### src/rtl/fft_input_loader.sv
// fft_input_loader: first radix-2 butterfly stage feeding the FFT working memory.
// Accepts LANES sample pairs per beat, forms C = s1 + s2 and D = s1 - s2 per
// component, and issues one registered write per beat with paired even/odd
// addresses. Tracks the beat index within a frame, checks it against in_last,
// and pulses frame completion / framing error aligned with the write strobe.
//
// Build option:
//   FFT_INPUT_SCALE_EN  - when defined, C and D are formed at WORD_SIZE+1 bits
//                         and halved (floor), so stage 1 scales by 1/2 and
//                         cannot overflow. When undefined, C and D wrap.
module fft_input_loader #(
  parameter int N         = 32,
  parameter int WORD_SIZE = 16,
  parameter int LANES     = 1,
  parameter int ADDR_W    = $clog2(N),
  parameter int BEATS     = N / (2 * LANES)
) (
  input  logic                            clk,
  input  logic                            reset_n,
  input  logic                            en,
  input  logic                            in_valid,
  output logic                            in_ready,
  input  logic                            in_last,
  input  logic [LANES*4*WORD_SIZE-1:0]    samples,
  output logic                            wr_en,
  output logic [LANES*2*ADDR_W-1:0]       wr_addr,
  output logic [LANES*4*WORD_SIZE-1:0]    wr_data,
  output logic                            busy,
  output logic                            o_frame_done,
  output logic                            o_frame_err
);

  localparam int K_W    = (BEATS > 1) ? $clog2(BEATS) : 1;
  localparam int LANE_W = 4 * WORD_SIZE;

  typedef enum logic [0:0] {
    IDLE = 1'b0,
    LOAD = 1'b1
  } state_t;

  // Halve a WORD_SIZE+1 bit value with rounding toward minus infinity.
  function automatic logic signed [WORD_SIZE-1:0] round_floor_half(
    input logic signed [WORD_SIZE:0] x
  );
    return x[WORD_SIZE:1];
  endfunction

  // One butterfly output component: sum (sub = 0) or difference (sub = 1).
  function automatic logic signed [WORD_SIZE-1:0] bfly_comp(
    input logic signed [WORD_SIZE-1:0] a,
    input logic signed [WORD_SIZE-1:0] b,
    input logic                        sub
  );
`ifdef FFT_INPUT_SCALE_EN
    logic signed [WORD_SIZE:0] ax;
    logic signed [WORD_SIZE:0] bx;
    logic signed [WORD_SIZE:0] wide;
    ax   = {a[WORD_SIZE-1], a};
    bx   = {b[WORD_SIZE-1], b};
    wide = sub ? (ax - bx) : (ax + bx);
    return round_floor_half(wide);
`else
    return sub ? (a - b) : (a + b);
`endif
  endfunction

  // Full lane: {s1_re, s1_im, s2_re, s2_im} -> {C_re, C_im, D_re, D_im}.
  function automatic logic [LANE_W-1:0] lane_bfly(input logic [LANE_W-1:0] s);
    logic signed [WORD_SIZE-1:0] s1_re;
    logic signed [WORD_SIZE-1:0] s1_im;
    logic signed [WORD_SIZE-1:0] s2_re;
    logic signed [WORD_SIZE-1:0] s2_im;
    s1_re = s[4*WORD_SIZE-1:3*WORD_SIZE];
    s1_im = s[3*WORD_SIZE-1:2*WORD_SIZE];
    s2_re = s[2*WORD_SIZE-1:WORD_SIZE];
    s2_im = s[WORD_SIZE-1:0];
    return {bfly_comp(s1_re, s2_re, 1'b0), bfly_comp(s1_im, s2_im, 1'b0),
            bfly_comp(s1_re, s2_re, 1'b1), bfly_comp(s1_im, s2_im, 1'b1)};
  endfunction

  state_t                   state_p1;
  state_t                   state_nxt;
  logic [K_W-1:0]           k_p1;
  logic [K_W-1:0]           k_nxt;
  logic                     accept;
  logic                     last_beat;
  logic                     frame_end;
  logic [ADDR_W-1:0]        base;
  logic [LANES*2*ADDR_W-1:0] addr_p0;
  logic [LANES*LANE_W-1:0]  data_p0;

  logic                     vld_p1;
  logic [LANES*2*ADDR_W-1:0] addr_p1;
  logic [LANES*LANE_W-1:0]  data_p1;
  logic                     done_p1;
  logic                     err_p1;

  assign in_ready  = en;
  assign accept    = in_valid & en;
  assign last_beat = (k_p1 == K_W'(BEATS - 1));
  assign frame_end = last_beat | in_last;

  // Stage p0: frame position update on each accepted beat.
  always_comb begin
    state_nxt = state_p1;
    k_nxt     = k_p1;
    if (accept) begin
      if (frame_end) begin
        state_nxt = IDLE;
        k_nxt     = '0;
      end else begin
        state_nxt = LOAD;
        k_nxt     = k_p1 + K_W'(1);
      end
    end
  end

  // Stage p0: per-lane memory addresses and butterfly results for this beat.
  always_comb begin
    base    = '0;
    addr_p0 = '0;
    data_p0 = '0;
    for (int j = 0; j < LANES; j++) begin
      base = ADDR_W'(2 * (int'(k_p1) * LANES + j));
      addr_p0[j*2*ADDR_W +: 2*ADDR_W] = {base, base | ADDR_W'(1)};
      data_p0[j*LANE_W +: LANE_W]     = lane_bfly(samples[j*LANE_W +: LANE_W]);
    end
  end

  // Frame-position state register.
  always_ff @(posedge clk or negedge reset_n) begin
    if (!reset_n) begin
      state_p1 <= IDLE;
      k_p1     <= '0;
    end else begin
      state_p1 <= state_nxt;
      k_p1     <= k_nxt;
    end
  end

  // Stage p1: registered write port and frame status pulses.
  always_ff @(posedge clk or negedge reset_n) begin
    if (!reset_n) begin
      vld_p1  <= 1'b0;
      addr_p1 <= '0;
      data_p1 <= '0;
      done_p1 <= 1'b0;
      err_p1  <= 1'b0;
    end else begin
      vld_p1  <= accept;
      done_p1 <= accept & last_beat;
      err_p1  <= accept & (in_last ^ last_beat);
      if (accept) begin
        addr_p1 <= addr_p0;
        data_p1 <= data_p0;
      end
    end
  end

  assign wr_en        = vld_p1;
  assign wr_addr      = addr_p1;
  assign wr_data      = data_p1;
  assign busy         = (state_p1 == LOAD);
  assign o_frame_done = done_p1;
  assign o_frame_err  = err_p1;

endmodule
### config.mk
export PLATFORM = sky130hd
export DESIGN_NAME = fft_input_loader
export DESIGN_NICKNAME = d
export VERILOG_FILES = /design/src/rtl/fft_input_loader.sv
export SDC_FILE = /design/constraint.sdc
export NUM_CORES = 1
export LEC_CHECK = 0
export ABC_AREA = 0
export CAP_MARGIN = 25
export CORE_MARGIN = 5
export CORE_UTILIZATION = 50
export CTS_CLUSTER_DIAMETER = 30
export CTS_CLUSTER_SIZE = 30
export DETAILED_ROUTE_END_ITERATION = 12
export DONT_BUFFER_PORTS = 1
export SLEW_MARGIN = 25
export SYNTH_ARGS = -nofsm -noshare
export SYNTH_HDL_FRONTEND = slang
export SYNTH_SLANG_ARGS = --single-unit
### constraint.sdc
create_clock -name clk -period 1.45 [get_ports clk]
set_input_delay 0.29 -clock clk [delete_from_list [all_inputs] [get_ports clk]]
set_output_delay 0.29 -clock clk [all_outputs]
set_load 0.01 [all_outputs]
== After elaboration in Yosys (flattened, before gate mapping) ==
Cells that the tools add are included.
Storage, ports and cells
  register bits: 81
  input bits: 69
  word-level logic and storage cells: 20
Operators by class
  add/subtract/negate cells: 5
  equality and inequality tests: 1
  muxes and demuxes: 2
  bitwise logic cells: 5
Operators with widths (number)
  $add A16 B16 Y16: 2
  $sub A16 B16 Y16: 2
  $add A4 B1 Y4 const B: 1
  $eq A4 B4 Y1 const B: 1
  $mux W4: 1
  $and A1 B1 Y1: 3
  $mux W1: 1
  $or A1 B1 Y1: 1
  $xor A1 B1 Y1: 1

== Depth between registers and ports, before layout ==
Gate-level depths: netlist of run 1.
  depth in word-level cells: 3
  depth in mapped cells: 10
  depth with buffers taken out: 10

== Worst setup path after synthesis of run 1 ==
Ideal clock, no wire load.
  kind: input port to flip-flop
  from: input samples[18]
  to: register data_p1[60] (netlist: wr_data[60])
  setup time: 83 ps
  arrival time: 2061 ps
  required time: 1367 ps
  setup slack: -693 ps
  stages on the path: 10
  path through: inv_1 > ha_1 > buf_2 > nand2b_1 > a221oi_1 > o21ai_0 > a221oi_1 > a221oi_1 > xnor2_1 > o21ai_0
On the way
  longest elaborated chain between the ends: 1
RTL lines
  start: declaration: line 24  | input logic [LANES*4*WORD_SIZE-1:0] samples,
  $add A16 B16 Y16
  end signal: assignment: line 155  | data_p1 <= data_p0;
  end: declaration: line 94  | logic [LANES*LANE_W-1:0] data_p1;
No other way between the ends.
A chain may end at the register's enable or synchronous reset.

== Worst setup path in the final report of run 1 ==
  from: input samples[32]
  to: register data_p1[12] (netlist: wr_data[12])
On the way
  longest elaborated chain between the ends: 1
RTL lines
  $sub A16 B16 Y16: line 63  | return sub ? (a - b) : (a + b);
No other way between the ends.

==> results summary, run 1 <==
The signed area change from the synthesized netlist to the final layout came out at 49.86%. The mapped netlist covers slightly below 6000 um^2. In this run, the number of DRC markers left after iteration 0 of detailed routing was 318. Timing analysis after detailed placement gives a worst setup slack of -0.7290 ns.

The flow ran to the end, but the final reports show violations. The maximum resistive drop on vdd is between 1 and 1.5 mV. The latest clock arrival within the worst-skew pair came out at 0.34 ns. In this run the critical register-to-register path is launched from k_p1[0].

The overall die height came out at 118.2 um. In this run, synthesis produced a sequential element count of 75. Across all hold checks on the routed design, the worst slack comes to -0.3707 ns. The number of vias per cell after detailed routing is between 5 and 6. The die footprint came out at between 10000 and 15000 um^2. The area of the placeable core is 11470 um^2.

The final count of pins violating max slew came out at 0. Setup repair after global routing could not meet its margin everywhere. Among all flip-flop cells after synthesis, the most frequent one is sky130_fd_sc_hd__dfrtp_1. The worst setup path is launched from an input pin. The post-synthesis net count came out at about 850. The area occupied by registers is approximately 1900 um^2.

The share of the clock period used by the worst path came out at 118.2%. The final count of negative-setup-slack endpoints came out at 28. Static timing analysis puts the maximum clock frequency at 583.3 MHz.

The initial antenna violation count is 0. The depth of the most critical reg-to-reg path is 6. The required time of the critical path is roughly 1.7 ns.

In this run the top signal layer used is met4. The number of fill cells in the layout is between 800 and 900. Counting every sink on the clock net gives 75. The clock-pin transition on the worst setup and hold timing paths came out at 0.07 ns. The clock buffer count from CTS is 9. The total met2 wirelength after detailed routing came out at about 8600 um. The synthesized instance count came out at approximately 710. The routed layout has about 5600 vias. Wire segments on met3 add up to 1642 um in the final route. The number of enable flip-flop cells after synthesis came out at 0. The total number of nets in the final design came out at between 900 and 1000. The leakage dissipation is a little under 4 nW.

In the global route stage, overall resource usage came out at about a quarter. The total congestion overflow after global routing came out at 0. The number of routed nets with antenna violations is 0. The largest total area in the synthesized netlist belongs to sky130_fd_sc_hd__dfrtp_1.

The final setup skew came out at approximately 0.0029 ns. In this run the biggest area consumer among cell types represents around 32% of the synthesized area. The worst register-to-register path ends at k_p1[2]. The count of standard-cell rows is 39. The pin count of the biggest net entering global routing is 76. The worst setup slack for register-to-register paths came out at between 0.1 and 0.15 ns. The deepest clock path buffer count is 2. Port buffering added 0 buffers. The arrival time reported for the critical path endpoint came out at roughly 2.0 ns. Dividing the synthesized area by the synthesized cell count gives 8.215 um^2. The CTS H-tree depth came out at 3. The total count of hold-check failures in the final report came to 75. The final reports fail on negative hold slack, negative setup slack.

The detail-routed net length per standard cell came out at ~18 um. The initial standard-cell utilization of the core came out at roughly half. The global-route wire length before repair is between 20000 and 30000 um. The tree is rooted in a sky130_fd_sc_hd__clkbuf_16.

The max capacitance violation total came out at 0. The number of global-route vias before repair is roughly 5500. The estimated wirelength of the detail-placed design is 13430 um.

The multi-input combinational cell area came out at approximately 4700 um^2. Pin placement for this block handled between 100 and 150 I/O pins. The share of layout cells above drive strength 1 is between 40% and 50%. Yosys attributes the largest share of cell area to sky130_fd_sc_hd__dfrtp_1 (32%), sky130_fd_sc_hd__ha_1 (13%), sky130_fd_sc_hd__nand2_1 (6.4%).

The cell area after placement is approximately 7400 um^2. For this run, the number of Yosys warnings is 0. Summing all non-filler instances in the final layout gives an area of ~8800 um^2. Sequential cells were found to cover 32.09% of the synthesized design area. Along the worst path, the maximum fanout reaches 3.

The number of iterations in the first detailed-routing pass came out at 5. The number of different library cells used by synthesis comes to between 60 and 70. The total power per unit cell area is ~950 nW/um^2. The worst path in the final design needs a cycle of 1.714 ns, including I/O delays and setup. The final routed DRC violation total is 0. The end point of the critical path is wr_data[12]. The most critical setup path has its startpoint at samples[32]. The final-layout setup total negative slack is -2.791 ns. The width of the die came out at approximately 120 um. The CTS tree is built. Counting flops with an async set or reset pin after synthesis yields a share of 100.0%. The antenna diode count came out at 0.

The sum of routed wire length over all layers is 18140 um. The post-layout worst setup margin is -0.2644 ns. The critical path capture point type is a register. The path class of the tightest hold or removal check is in -> async.

At the end of routability-driven placement, the weighted congestion stood at about 0.93. In the final routing, the length of wire on met1 measures about 7600 um. The critical path is of the in -> reg type.
==> metrics by stage <==
stage / cells / utilization [%] / hold WS [ns] / power [W]
after floorplan: 712 / - / -0.005591 / 0.004644
after global placement: 950 / 64.38 / -0.003844 / 0.005479
after detailed placement: 950 / 64.38 / -0.003752 / 0.005530
after CTS: 975 / 71.18 / -0.3759 / 0.007982
after global routing: 997 / 76.44 / -0.3808 / 0.008790
final: 997 / 76.44 / -0.3707 / 0.008330
==> area by class of cell <==
type | count | area share [%]
Tap cell | 143 | 2.041
Multi-Input combinational cell | 533 | 53.45
Sequential cell | 75 | 21.41
Clock buffer | 9 | 2.569
Clock inverter | 7 | 0.6566
Timing Repair Buffer | 170 | 15.84
Inverter | 60 | 4.025
==> sequential cells by signal (all words and copies together), names as in the netlist <==
signal	flops
wr_data	62
o_frame_err	1
k_p1	4
busy	1
wr_addr	5
wr_en	1
o_frame_done	1
==> synthesized netlist by cell type (8+ instances only) <==
cell type                  instances
sky130_fd_sc_hd__nor3_1           12
sky130_fd_sc_hd__buf_2             9
sky130_fd_sc_hd__clkbuf_1         23
sky130_fd_sc_hd__nor2_1           48
sky130_fd_sc_hd__nor2b_1           8
sky130_fd_sc_hd__nand2b_1         16
sky130_fd_sc_hd__o21ai_0          72
sky130_fd_sc_hd__inv_1            60
sky130_fd_sc_hd__o31ai_1          13
sky130_fd_sc_hd__buf_4             8
sky130_fd_sc_hd__dfrtp_1          75
sky130_fd_sc_hd__a21oi_1          39
sky130_fd_sc_hd__xnor2_1          42
sky130_fd_sc_hd__nand2_1          99
sky130_fd_sc_hd__xor2_1           10
sky130_fd_sc_hd__a31oi_1          11
sky130_fd_sc_hd__nand3_1          12
sky130_fd_sc_hd__ha_1             62
==> how the worst min path moves through the flow <==
stage	from	to	slack (ns)	cells after the start
2_1_floorplan	reset_n	busy	-0.006	0
3_3_place_gp	reset_n	wr_en	-0.004	0
3_5_place_dp	reset_n	wr_addr[7]	-0.004	0
4_1_cts	reset_n	wr_data[1]	-0.38	0
5_1_grt	reset_n	wr_data[1]	-0.38	0
6_report	reset_n	wr_data[1]	-0.37	0
==> cell usage in the layout (no fill, tap or decap), types with 5 or more instances in the layout <==
master | netlist | final
sky130_fd_sc_hd__o21ai_2 | 0 | 7
sky130_fd_sc_hd__o31ai_1 | 13 | 8
sky130_fd_sc_hd__nand2_1 | 99 | 94
sky130_fd_sc_hd__o21a_1 | 7 | 6
sky130_fd_sc_hd__nor3_1 | 12 | 8
sky130_fd_sc_hd__xor2_1 | 10 | 10
sky130_fd_sc_hd__nor2_2 | 0 | 6
sky130_fd_sc_hd__inv_6 | 0 | 6
sky130_fd_sc_hd__dfrtp_1 | 75 | 75
sky130_fd_sc_hd__a21oi_1 | 39 | 23
sky130_fd_sc_hd__buf_6 | 1 | 18
sky130_fd_sc_hd__inv_1 | 60 | 33
sky130_fd_sc_hd__buf_4 | 8 | 148
sky130_fd_sc_hd__nor2b_4 | 1 | 7
sky130_fd_sc_hd__nor2_1 | 48 | 40
sky130_fd_sc_hd__nand3_1 | 12 | 9
sky130_fd_sc_hd__o21bai_1 | 7 | 7
sky130_fd_sc_hd__clkbuf_16 | 0 | 9
sky130_fd_sc_hd__nand2b_1 | 16 | 10
sky130_fd_sc_hd__inv_2 | 0 | 11
sky130_fd_sc_hd__xnor2_1 | 42 | 35
sky130_fd_sc_hd__a21oi_2 | 1 | 12
sky130_fd_sc_hd__ha_4 | 0 | 27
sky130_fd_sc_hd__nand2b_4 | 0 | 6
sky130_fd_sc_hd__xnor2_2 | 0 | 6
sky130_fd_sc_hd__a21oi_4 | 0 | 5
sky130_fd_sc_hd__o21ai_0 | 72 | 30
sky130_fd_sc_hd__o21ai_1 | 3 | 37
sky130_fd_sc_hd__ha_1 | 62 | 33
==> critical path: stages <==
cell	delay, ns
sky130_fd_sc_hd__clkinv_16	0.02
sky130_fd_sc_hd__ha_4	0.12
sky130_fd_sc_hd__fa_2	0.22
sky130_fd_sc_hd__nor2b_4	0.05
sky130_fd_sc_hd__o211ai_4	0.20
sky130_fd_sc_hd__a31oi_2	0.13
sky130_fd_sc_hd__or4b_1	0.52
sky130_fd_sc_hd__a31oi_1	0.17
sky130_fd_sc_hd__xnor2_1	0.14
sky130_fd_sc_hd__o21ai_1	0.07
==> metal layers <==
metal / global-route usage [%] / vias up
li1: - / 2688
met1: 31.67 / 2673
met2: 38.05 / 194
met3: 9.312 / 25
met4: 7.025 / 0
met5: 0 / -
==> report_power, final <==
part / switching [W] / internal (W) / leakage, nW
Sequential: 0.000552 / 0.00249 / 0.928
Clock: 0.000985 / 0.00119 / 0.135
Combinational: 0.00150 / 0.00162 / 2.86
Total: 0.00303 / 0.00530 / 3.92
==> kinds of logic (layout without fill, tap and decap cells) <==
logic type,after synthesis,count (layout),share of synthesized area (%)
AO/OA/AOI/OAI,194,194,20.68
other,1,1,0.06411
multiplexers,1,1,0.1925
adder cells (fa/ha/maj),66,66,14.63
AND/OR/NAND/NOR,219,219,17.05
buffers and inverters,104,246,7.508
flip-flops,75,75,32.09
XOR/XNOR,52,52,7.786
==> timing repair <==
action | 4_1_cts | 5_1_grt
setup buffers | 12 | 25
resized for setup | 91 | 91
setup endpoints to repair | 33 | 39
pin swaps | 75 | 74
hold endpoints to repair | 75 | 75
Power figures use the tool's default switching activity.
==> run 2, diff against run 1 <==
--- a/config.mk
+++ b/config.mk
@@ -8,12 +8,15 @@
 export ABC_AREA = 0
 export CAP_MARGIN = 25
 export CORE_MARGIN = 5
-export CORE_UTILIZATION = 50
+export CORE_UTILIZATION = 56
 export CTS_CLUSTER_DIAMETER = 30
 export CTS_CLUSTER_SIZE = 30
 export DETAILED_ROUTE_END_ITERATION = 12
 export DONT_BUFFER_PORTS = 1
+export PLACE_DENSITY = 0.71
+export REMOVE_ABC_BUFFERS = 1
 export SLEW_MARGIN = 25
 export SYNTH_ARGS = -nofsm -noshare
 export SYNTH_HDL_FRONTEND = slang
 export SYNTH_SLANG_ARGS = --single-unit
+export TNS_END_PERCENT = 20
==> results summary, run 2 (synthesized netlist as in run 1, its figures left out) <==
The flow ran to the end, but the final reports show violations. The final reports fail on negative hold slack, negative setup slack. The number of vias per cell after detailed routing is 5.826. STA classifies the critical path endpoint as a register. The number of DRC markers in iteration 0 came out at around 330. The deepest clock path buffer count came out at 2. The critical path starts at samples[48].

The congestion estimate from routability-driven global placement came to 0.9327. The detail-routed net length per standard cell came out at 19.01 um. The worst setup path is launched from an input pin.

The final count of negative-setup-slack endpoints is 35. The sum of routed wire length over all layers is 18540 um. The max capacitance violation total came out at 0. The share of the clock period used by the worst path is 121.0%. The signal on the critical path passes through inv_8 > ha_4 > fa_2 > nand2b_4 > a2111oi_4 > buf_4 > nor4b_4 > o21bai_1 > xnor2_1 > o21ai_1. The signed area change from the synthesized netlist to the final layout is 40.98%. The latest clock arrival within the worst-skew pair is around 0.36 ns. The cell chosen for the clock root is sky130_fd_sc_hd__clkbuf_8. The area of the placeable core is roughly 10000 um^2.

The final setup skew came out at around 0.0024 ns. The post-layout worst setup margin is -0.3051 ns. The via total after detailed routing came out at around 5700. The count of standard-cell rows came out at 37. The number of global-route vias before repair came out at between 5000 and 6000. The number of flip-flops under the largest register name is 62. The global router's overall resource usage is about 29%. In this run the critical register-to-register path is launched from k_p1[0].

The repair_antennas step left the layout with diodes totalling 0. The final routed DRC violation total came out at 0. The area occupied by registers came out at approximately 1900 um^2. Clock-pin slew was measured on the worst setup and hold paths at about 0.080 ns.

The die footprint is 12590 um^2. The post-route netlist has between 30% and 40% of its cells at a drive strength greater than 1. Along the worst path, the maximum fanout reaches 2.

The first global-routing pass estimated between 20000 and 30000 um of wire. The arrival time reported for the critical path endpoint is around 2.0 ns. The final non-filler cell area is approximately 8000 um^2. The delay of the slowest cell on the worst path came out at ~0.34 ns.

The library cells used most frequently in the layout, excluding fill and tap cells, are sky130_fd_sc_hd__buf_4 (142), sky130_fd_sc_hd__nand2_1 (95), sky130_fd_sc_hd__dfrtp_1 (75). The critical path is of the in -> reg type. The sum of buffers and inverters on the critical path came out at 2. After routing, the total negative slack on setup checks comes to -4.657 ns.

Entering global routing, the biggest net connects 76 pins. The CTS H-tree depth came out at 3. Among all stages on the critical path, the largest delay is contributed by sky130_fd_sc_hd__fa_2. For this design the ratio of total power to cell area is around 940 nW/um^2. The initial antenna violation count was 0. The number of I/O port buffers came out at 0. The number of iterations in the first detailed-routing pass is 5.

In this run the static leakage power is around 3.8 nW. The class of the most critical hold timing path is in -> async. The number of routed nets with antenna violations came out at 0. The multi-input combinational cell area came out at ~4500 um^2. The maximum resistive drop on vdd came out at around 0.55 mV.

The total count of hold-check failures in the final report was 75. TritonCTS created 9 clock buffers. The TritonCTS sink count is between 70 and 80.

The share of the core filled with cells is 80.24%. TritonCTS built the clock tree. The width of the die is between 100 and 150 um. The minimum period implied by the final worst setup slack came out at between 1.5 and 2 ns. Final hold analysis gives a worst-case slack of -0.3876 ns. The total number of nets in the final design is between 900 and 1000.

After global routing the overflow that remains totals 0. The overall die height is 112.2 um. After detailed placement, the total cell area comes to slightly below 7000 um^2. Pin placement for this block handled about 150 I/O pins. The required time of the critical path came out at 1.69 ns. On the critical path the largest part of the delay comes from compound AO/OA/AOI/OAI gates. Setup repair after global routing could not meet its margin everywhere. Once the floorplan was initialized, standard cells occupied around 57% of the core. The most common library cell in the layout ignoring fill and taps is sky130_fd_sc_hd__buf_4. Based on the critical path, the design can be clocked at up to around 570 MHz. Counting the fill cells in the layout gives ~660. The estimated wirelength of the detail-placed design came out at about 13000 um. The final count of pins violating max slew is 0.
==> run 2: changes by cell type in the layout (fill, tap and decap cells not counted), moves of 6 or more <==
cell / previous run / this run
sky130_fd_sc_hd__buf_4: 148 / 142
sky130_fd_sc_hd__o21ai_1: 37 / 25
sky130_fd_sc_hd__buf_6: 18 / 11
sky130_fd_sc_hd__o21ai_0: 30 / 45
sky130_fd_sc_hd__inv_1: 33 / 47
sky130_fd_sc_hd__clkbuf_8: 0 / 9
sky130_fd_sc_hd__clkbuf_16: 9 / 0
==> run 2: path summary, 6_finish.rpt <==
kind,to,slack [ns],cells after the start
worst max-delay path,wr_data[28],-0.31,10
worst min-delay path,wr_addr[4],-0.39,0
worst max register to register,k_p1[2],0.09,6
worst min register to register,k_p1[3],0.53,1
max in group asynchronous,wr_data[63],1.72,0
min in group clk,o_frame_err,0.08,1
==> run 2: area by class of cell <==
| type | instances | area share, % |
|---|---|---|
| clock buffers | 11 | 1.593 |
| inverters | 60 | 3.247 |
| flip-flops and latches | 75 | 22.76 |
| multi-input cells | 533 | 54.38 |
| repair buffers | 155 | 14.91 |
| clock inverters | 5 | 1.047 |
| well taps | 136 | 2.063 |
==> run 2: power breakdown <==
| part | total [W] | switching [W] | leakage [nW] | internal (W) |
|---|---|---|---|---|
| Clock | 0.00184 | 0.000852 | 0.108 | 0.000983 |
| Sequential | 0.00300 | 0.000514 | 0.928 | 0.00249 |
| Combinational | 0.00289 | 0.00144 | 2.76 | 0.00145 |
==> run 2: layer usage <==
metal | vias up | track usage, % | part of all wire (%)
met5 | - | 0 | 0
met4 | 0 | 13.14 | 3.7
met3 | 54 | 5.606 | 6.5
met2 | 208 | 51.17 | 52
met1 | 2748 | 33.08 | 38
li1 | 2670 | - | -
==> run 2: timing repair <==
action,4_1_cts,5_1_grt
cloned,0,0
endpoints found under the hold margin,75,75
setup buffers,11,4
pin swaps,40,43
resized for setup,142,79
setup endpoints to repair,41,44
==> run 2: through the flow <==
stage | hold slack [ns] | setup WS, ns | total power [W] | std cells
final | -0.3876 | -0.3051 | 0.007722 | 975
after global routing | -0.4065 | -0.3423 | 0.008152 | 975
after CTS | -0.3945 | -0.3095 | 0.007425 | 973
after detailed placement | -0.003326 | -0.9437 | 0.005251 | 946
after global placement | -0.003606 | -0.8371 | 0.005181 | 946
after floorplan | -0.005591 | -1.979 | 0.004312 | 668
